`src/rtl/mvau_wmem_pkg.sv`:
```
// Shared constants, helpers and the FIFO entry shape for the MVAU weight streamer.
`ifndef MVAU_WMEM_FIFO_ENTRY_T
`define MVAU_WMEM_FIFO_ENTRY_T(DW) struct packed { logic wrap; logic [(DW)-1:0] data; }
`endif

package mvau_wmem_pkg;

  localparam int FIFO_DEPTH = 2;

  function automatic int wmem_addr_bw(input int depth);
    return (depth > 1) ? $clog2(depth) : 1;
  endfunction

endpackage

```
`src/rtl/mvau_weight_bank.sv`:
```
// One weight bank with a registered synchronous read; contents come from INIT_WORDS.
// With MVAU_WMEM_RUNTIME_WR_EN defined the bank also accepts single-cycle writes.
module mvau_weight_bank #(
  parameter int SIMD       = 2,
  parameter int TW         = 1,
  parameter int WMEM_DEPTH = 4,
  parameter int ADDR_BW    = 2,
  parameter logic [WMEM_DEPTH*SIMD*TW-1:0] INIT_WORDS = '0
) (
  input  logic                  aclk,
  input  logic                  aresetn,
`ifdef MVAU_WMEM_RUNTIME_WR_EN
  input  logic                  wr_en_i,
  input  logic [ADDR_BW-1:0]    wr_addr_i,
  input  logic [SIMD*TW-1:0]    wr_data_i,
`endif
  input  logic                  rd_en_i,
  input  logic [ADDR_BW-1:0]    rd_addr_i,
  output logic [SIMD*TW-1:0]    rd_data_o
);

  localparam int W = SIMD * TW;

  logic [W-1:0] words [WMEM_DEPTH];
  logic [W-1:0] rd_data_q;

`ifdef MVAU_WMEM_RUNTIME_WR_EN
  logic [W-1:0] mem_q [WMEM_DEPTH];

  // Reset reloads the initial image, so runtime writes last until the next reset.
  always_ff @(posedge aclk or negedge aresetn) begin
    if (!aresetn) begin
      for (int a = 0; a < WMEM_DEPTH; a++) mem_q[a] <= INIT_WORDS[a*W +: W];
    end else if (wr_en_i) begin
      mem_q[wr_addr_i] <= wr_data_i;
    end
  end

  for (genvar a = 0; a < WMEM_DEPTH; a++) begin : g_word
    assign words[a] = mem_q[a];
  end
`else
  for (genvar a = 0; a < WMEM_DEPTH; a++) begin : g_word
    assign words[a] = INIT_WORDS[a*W +: W];
  end
`endif

  // Nonblocking update makes a same-cycle write/read read-first.
  always_ff @(posedge aclk or negedge aresetn) begin
    if (!aresetn)     rd_data_q <= '0;
    else if (rd_en_i) rd_data_q <= words[rd_addr_i];
  end

  assign rd_data_o = rd_data_q;

endmodule

```
`src/rtl/mvau_weight_stream.sv`:
```
// MVAU weight streamer: PE banks read in lockstep at a self-generated wrapping address,
// buffered in a 2-entry FIFO, emitted on valid/ready. Optional macro: MVAU_WMEM_RUNTIME_WR_EN.
module mvau_weight_stream
  import mvau_wmem_pkg::*;
#(
  parameter int PE           = 2,
  parameter int SIMD         = 2,
  parameter int TW           = 1,
  parameter int WMEM_DEPTH   = 4,
  parameter int WMEM_ADDR_BW = wmem_addr_bw(WMEM_DEPTH),
  parameter logic [PE*WMEM_DEPTH*SIMD*TW-1:0] INIT_DATA = '0,
  localparam int PE_BW       = (PE > 1) ? $clog2(PE) : 1
) (
  input  logic                     aclk,
  input  logic                     aresetn,
`ifdef MVAU_WMEM_RUNTIME_WR_EN
  input  logic                     wmem_wr_en,
  input  logic [PE_BW-1:0]         wmem_wr_pe,
  input  logic [WMEM_ADDR_BW-1:0]  wmem_wr_addr,
  input  logic [SIMD*TW-1:0]       wmem_wr_data,
`endif
  input  logic                     wmem_en,
  input  logic                     wmem_restart,
  output logic                     wmem_out_v,
  input  logic                     wmem_out_rdy,
  output logic [PE*SIMD*TW-1:0]    wmem_out,
  output logic                     wmem_wrap
);

  localparam int W      = SIMD * TW;
  localparam int OUT_W  = PE * W;
  localparam int PTR_BW = $clog2(FIFO_DEPTH);
  localparam int OCC_BW = PTR_BW + 2;

  typedef `MVAU_WMEM_FIFO_ENTRY_T(OUT_W) fifo_entry_t;

  logic [WMEM_ADDR_BW-1:0] rd_addr_q, rd_addr_d;
  logic                    inflight_q, inflight_d;
  logic                    inflight_wrap_q, inflight_wrap_d;
  logic [PTR_BW-1:0]       wr_ptr_q, wr_ptr_d, rd_ptr_q, rd_ptr_d;
  logic [PTR_BW:0]         count_q, count_d;
  fifo_entry_t             fifo_q [FIFO_DEPTH];
  logic [OUT_W-1:0]        bank_rdata;
  logic [OCC_BW-1:0]       occupancy;
  logic                    issue, push, pop, last_addr;

  for (genvar p = 0; p < PE; p++) begin : g_bank
`ifdef MVAU_WMEM_RUNTIME_WR_EN
    logic bank_wr_en;
    // Out-of-range bank selects match no instance and are dropped.
    assign bank_wr_en = wmem_wr_en && (wmem_wr_pe == PE_BW'(p));
`endif
    mvau_weight_bank #(
      .SIMD       (SIMD),
      .TW         (TW),
      .WMEM_DEPTH (WMEM_DEPTH),
      .ADDR_BW    (WMEM_ADDR_BW),
      .INIT_WORDS (INIT_DATA[p*WMEM_DEPTH*W +: WMEM_DEPTH*W])
    ) u_bank (
      .aclk      (aclk),
      .aresetn   (aresetn),
`ifdef MVAU_WMEM_RUNTIME_WR_EN
      .wr_en_i   (bank_wr_en),
      .wr_addr_i (wmem_wr_addr),
      .wr_data_i (wmem_wr_data),
`endif
      .rd_en_i   (issue),
      .rd_addr_i (rd_addr_q),
      .rd_data_o (bank_rdata[p*W +: W])
    );
  end

  assign wmem_out_v = (count_q != '0);
  assign pop        = wmem_out_v && wmem_out_rdy;
  assign push       = inflight_q;
  assign last_addr  = (rd_addr_q == WMEM_ADDR_BW'(WMEM_DEPTH - 1));

  // The slot freed by this cycle's pop counts as free, which keeps 1 word/cycle.
  assign occupancy = OCC_BW'(count_q) + OCC_BW'(inflight_q) - OCC_BW'(pop);
  assign issue     = wmem_en && !wmem_restart && (occupancy < OCC_BW'(FIFO_DEPTH));

  always_comb begin
    rd_addr_d       = rd_addr_q;
    inflight_d      = issue;
    inflight_wrap_d = last_addr;
    wr_ptr_d        = wr_ptr_q + PTR_BW'(push);
    rd_ptr_d        = rd_ptr_q + PTR_BW'(pop);
    count_d         = count_q + (PTR_BW+1)'(push) - (PTR_BW+1)'(pop);
    if (issue) rd_addr_d = last_addr ? '0 : rd_addr_q + 1'b1;
    if (wmem_restart) begin
      rd_addr_d  = '0;
      inflight_d = 1'b0;
      wr_ptr_d   = '0;
      rd_ptr_d   = '0;
      count_d    = '0;
    end
  end

  always_ff @(posedge aclk or negedge aresetn) begin
    if (!aresetn) begin
      rd_addr_q       <= '0;
      inflight_q      <= 1'b0;
      inflight_wrap_q <= 1'b0;
      wr_ptr_q        <= '0;
      rd_ptr_q        <= '0;
      count_q         <= '0;
    end else begin
      rd_addr_q       <= rd_addr_d;
      inflight_q      <= inflight_d;
      inflight_wrap_q <= inflight_wrap_d;
      wr_ptr_q        <= wr_ptr_d;
      rd_ptr_q        <= rd_ptr_d;
      count_q         <= count_d;
    end
  end

  // A push never targets the head while it is presented, so stalled output holds.
  always_ff @(posedge aclk or negedge aresetn) begin
    if (!aresetn) begin
      for (int i = 0; i < FIFO_DEPTH; i++) fifo_q[i] <= '0;
    end else if (push && !wmem_restart) begin
      fifo_q[wr_ptr_q].wrap <= inflight_wrap_q;
      fifo_q[wr_ptr_q].data <= bank_rdata;
    end
  end

  assign wmem_out  = wmem_out_v ? fifo_q[rd_ptr_q].data : '0;
  assign wmem_wrap = wmem_out_v && fifo_q[rd_ptr_q].wrap;

endmodule
```
`config.mk`:
```
export PLATFORM = sky130hd
export DESIGN_NAME = mvau_weight_stream
export DESIGN_NICKNAME = d
export VERILOG_FILES = /design/src/rtl/mvau_wmem_pkg.sv /design/src/rtl/mvau_weight_bank.sv /design/src/rtl/mvau_weight_stream.sv
export SDC_FILE = /design/constraint.sdc
export NUM_CORES = 1
export LEC_CHECK = 0
export BUFFER_PORTS_ARGS = -buffer_cell sky130_fd_sc_hd__buf_4
export CELL_PAD_IN_SITES_DETAIL_PLACEMENT = 1
export CELL_PAD_IN_SITES_GLOBAL_PLACEMENT = 1
export CORE_MARGIN = 2
export CORE_UTILIZATION = 25
export DETAILED_ROUTE_END_ITERATION = 6
export GPL_TIMING_DRIVEN = 0
export HOLD_SLACK_MARGIN = 0.12
export MAX_ROUTING_LAYER = met4
export PLACE_DENSITY_LB_ADDON = 0.05
export SLEW_MARGIN = 10
export SYNTH_ARGS = -nofsm -noshare
export SYNTH_HDL_FRONTEND = slang
export SYNTH_SLANG_ARGS = --single-unit
export TNS_END_PERCENT = 50
```
`constraint.sdc`:
```
create_clock -name aclk -period 3.1 [get_ports aclk]
set_input_delay 0 -clock aclk [delete_from_list [all_inputs] [get_ports aclk]]
set_output_delay 0 -clock aclk [all_outputs]
set_load 0.01 [all_outputs]
```
==> results.md <==
- Die area: 2560 um2
- Cell Area, Placed: ~630 um2
- Yosys top cell by area: dfrtp_1
- Area grow syn2layout: 28.9%
- First-pass GRT wire length: 1880 um
- Fmax: approximately 420 MHz
- H-tree levels: 1
- Fin nets: 73
- Total global routing overflow: 0
- Post-route cell area: ~700 um2
- Setup-violating endpoint count in the final report: 0
- Reg-to-reg startpoint: count_q[1]
- FF+latch count, synth: 10
- Final Core Density: 0.349
- Ant. Diodes: 0
- Vias in the first global route: roughly 400
- CP Data Arrival Time: 2.54 ns
- Worst Tran Pin Value: ~0.50 ns
- Power Dens Cells: just over 700 nW/um2
- Max Slew Vio Count: 0
- Mapped Area: 542 um2
- Worst Hold Endpoint: rd_addr_q[1]
- Worst r2r path cells: 8
- Tmin final: between 2 and 2.5 ns
- Layout cells sized above 1: 0.286
- Final worst slack: just over 0.7 ns
- RePlAce Congestion: around 0.65
- WP data required: around 3.3 ns
- Fin crit share: 0.770
- Setup WS pre-CTS: about 0.70 ns
- # IOs: 11
- DRT iter0 DRCs: 2
- Hold violation total from the final report: 0
- Largest net degree at the start of global routing: 11
- # rows: 16
- Drc violations: 0
- Layout Skew: roughly 0.00033 ns
- Drt total wl: ~1100 um
- Hold Crit Depth: 3
- DR vias: 358
- Initial antenna violation count: 0
- Hold Crit Start: wmem_en
- Share of the synthesized area in the top cell type: 0.462
- Fill cells: approximately 230
- Width of the chip: 50.6 um
- Max VDD drop: 0.270 mV
- Die height: 50.6 um
- Syn. warnings: 0
- RSZ-0062 raised after global routing: no
- Max cap viols: 0
- Ranking of synthesized cells by area: dfrtp_1, ha_1, buf_4
- Initial core utilization: 0.271
- Critical path class: flip-flop to flip-flop
- GR Layer Usage met2: 0.180
- Average size of a mapped cell: approximately 12 um2
- Clock Path Buffers: 2
- HP Class: input pin to flip-flop
- Port buffer count: 6
- GR Util met1: 0.113
- CTS tree: built
- Cells after synthesis: 47
- Setup Total Neg Slack: 0 ns
- Skew-Pair Late Insertion Delay: between 0.2 and 0.3 ns
- Via density: 3.98
- Tot GR Track Use: 0.108
- ANT nets after route: 0
- Status: completed
- Num CTS Buffers: 3
- Clock root cell: clkbuf_4
- Final Power: 503 uW
- Core ar.: ~2000 um2
- Static Leak: 0.347 nW
- Sequential fraction of the synthesis area: 0.462
- Critical path startpoint category: flip-flop
- Clk slew on worst S/H paths: 0.07 ns
- Routed len/inst: 12.1 um
- Crit Path Max Fanout: 3
- Dpl hpwl: around 840 um
- Clk sinks: 10
- # resized after CTS: 0
- Worst reg2reg setup slack: slightly above 0.7 ns
- TritonRoute pass-1 iters: 4
- Crit. End Element: flip-flop
- Cell variety after synth: 21
- Global route hottest layer: met2
- Max transition margin: 0.662
- Worst R2R End: rd_addr_q[0]
- GRT met3 Usage: 0.0298
==> registers in the layout, indices dropped and copies added, names as in the netlist <==
| signal | flops |
|---|---|
| count_q | 2 |
| inflight_q | 1 |
| rd_addr_q | 2 |
| wr_ptr_q | 1 |
| fifo_q | 2 |
| rd_ptr_q | 1 |
| inflight_wrap_q | 1 |
==> layout make-up <==
cell class,instances,area (um2),area share
Multi-Input combinational cell,31,253,0.362
Sequential cell,10,250,0.358
Tap cell,27,33.8,0.0484
Timing Repair Buffer,9,75.1,0.108
Buffer,5,35.0,0.0502
Clock buffer,4,36.3,0.0520
Inverter,4,15.0,0.0215
==> Yosys cell counts, drive strengths merged <==
library cell and n:
a21oi 1, buf 5, conb 1, dfrtp 10
fa 1, ha 3, inv 4, mux2 3
mux2i 2, nand2 1, nand2b 2, nand3b 1
nor2 2, nor2b 4, nor3 1, nor3b 2
o21a 1, xnor2 3
==> metrics by stage <==
stage          hold WS (ns)  instances
6_report              0.148         90
5_1_grt               0.131         90
4_1_cts               0.141         90
3_5_place_dp         -0.158         83
3_3_place_gp         -0.166         83
2_1_floorplan        -0.296         50
==> layout by cell type, fill, tap and decap left out, types with 2 or more instances in the layout <==
master and n:
conb_1 4, mux2_2 2, buf_4 10, nor2_1 2, xnor2_1 3, clkbuf_4 3
dfrtp_1 10, nor2b_1 4, nand2b_1 2, dlygate4sd3_1 3, ha_1 3, inv_1 4
mux2i_1 2
==> how the worst max path moves through the flow <==
stage | start | endpoint | slack, ns | cells after the start
3_3_place_gp | count_q[1] | rd_addr_q[0] | 0.77 | 8
5_1_grt | count_q[1] | rd_addr_q[0] | 0.64 | 8
4_1_cts | count_q[1] | rd_addr_q[0] | 0.67 | 8
2_1_floorplan | count_q[1] | rd_addr_q[0] | 0.86 | 8
3_5_place_dp | count_q[1] | rd_addr_q[0] | 0.70 | 8
6_report | count_q[1] | rd_addr_q[0] | 0.71 | 8
==> layer usage <==
layer,part of all wire,vias to the layer above
li1,-,174
met1,0.40,174
met2,0.55,8
met3,0.044,2
met4,0.0055,0
met5,0,-
==> power breakdown <==
group / total [mW] / internal (mW) / switching [mW]
sequential: 0.193 / 0.164 / 0.0293
combinational: 0.190 / 0.101 / 0.0891
clock: 0.120 / 0.0712 / 0.0485
==> kinds of logic after synthesis <==
group / count (synthesis) / share of synthesized area
other cells: 1 / 0.00692
buf+inv: 9 / 0.0924
simple gates: 13 / 0.162
flops: 10 / 0.462
mux: 5 / 0.0993
compound gates: 2 / 0.0231
fa+ha+maj: 4 / 0.106
xor+xnor: 3 / 0.0485
==> worst max-delay path, cell delays in order (launching register included) <==
cell,delay (ns)
dfrtp_1,0.41
o21a_1,0.21
ha_1,0.28
inv_1,0.05
ha_1,0.18
fa_1,0.38
xnor2_1,0.17
nor3b_4,0.24
mux2_1,0.34
==> timing repair <==
action	4_1_cts	5_1_grt
buffers inserted	0	0
hold endpoints to repair	11	0
hold buffers	3	0
endpoints found under the setup margin	0	0
No activity file was read; power rests on OpenSTA's default activity.
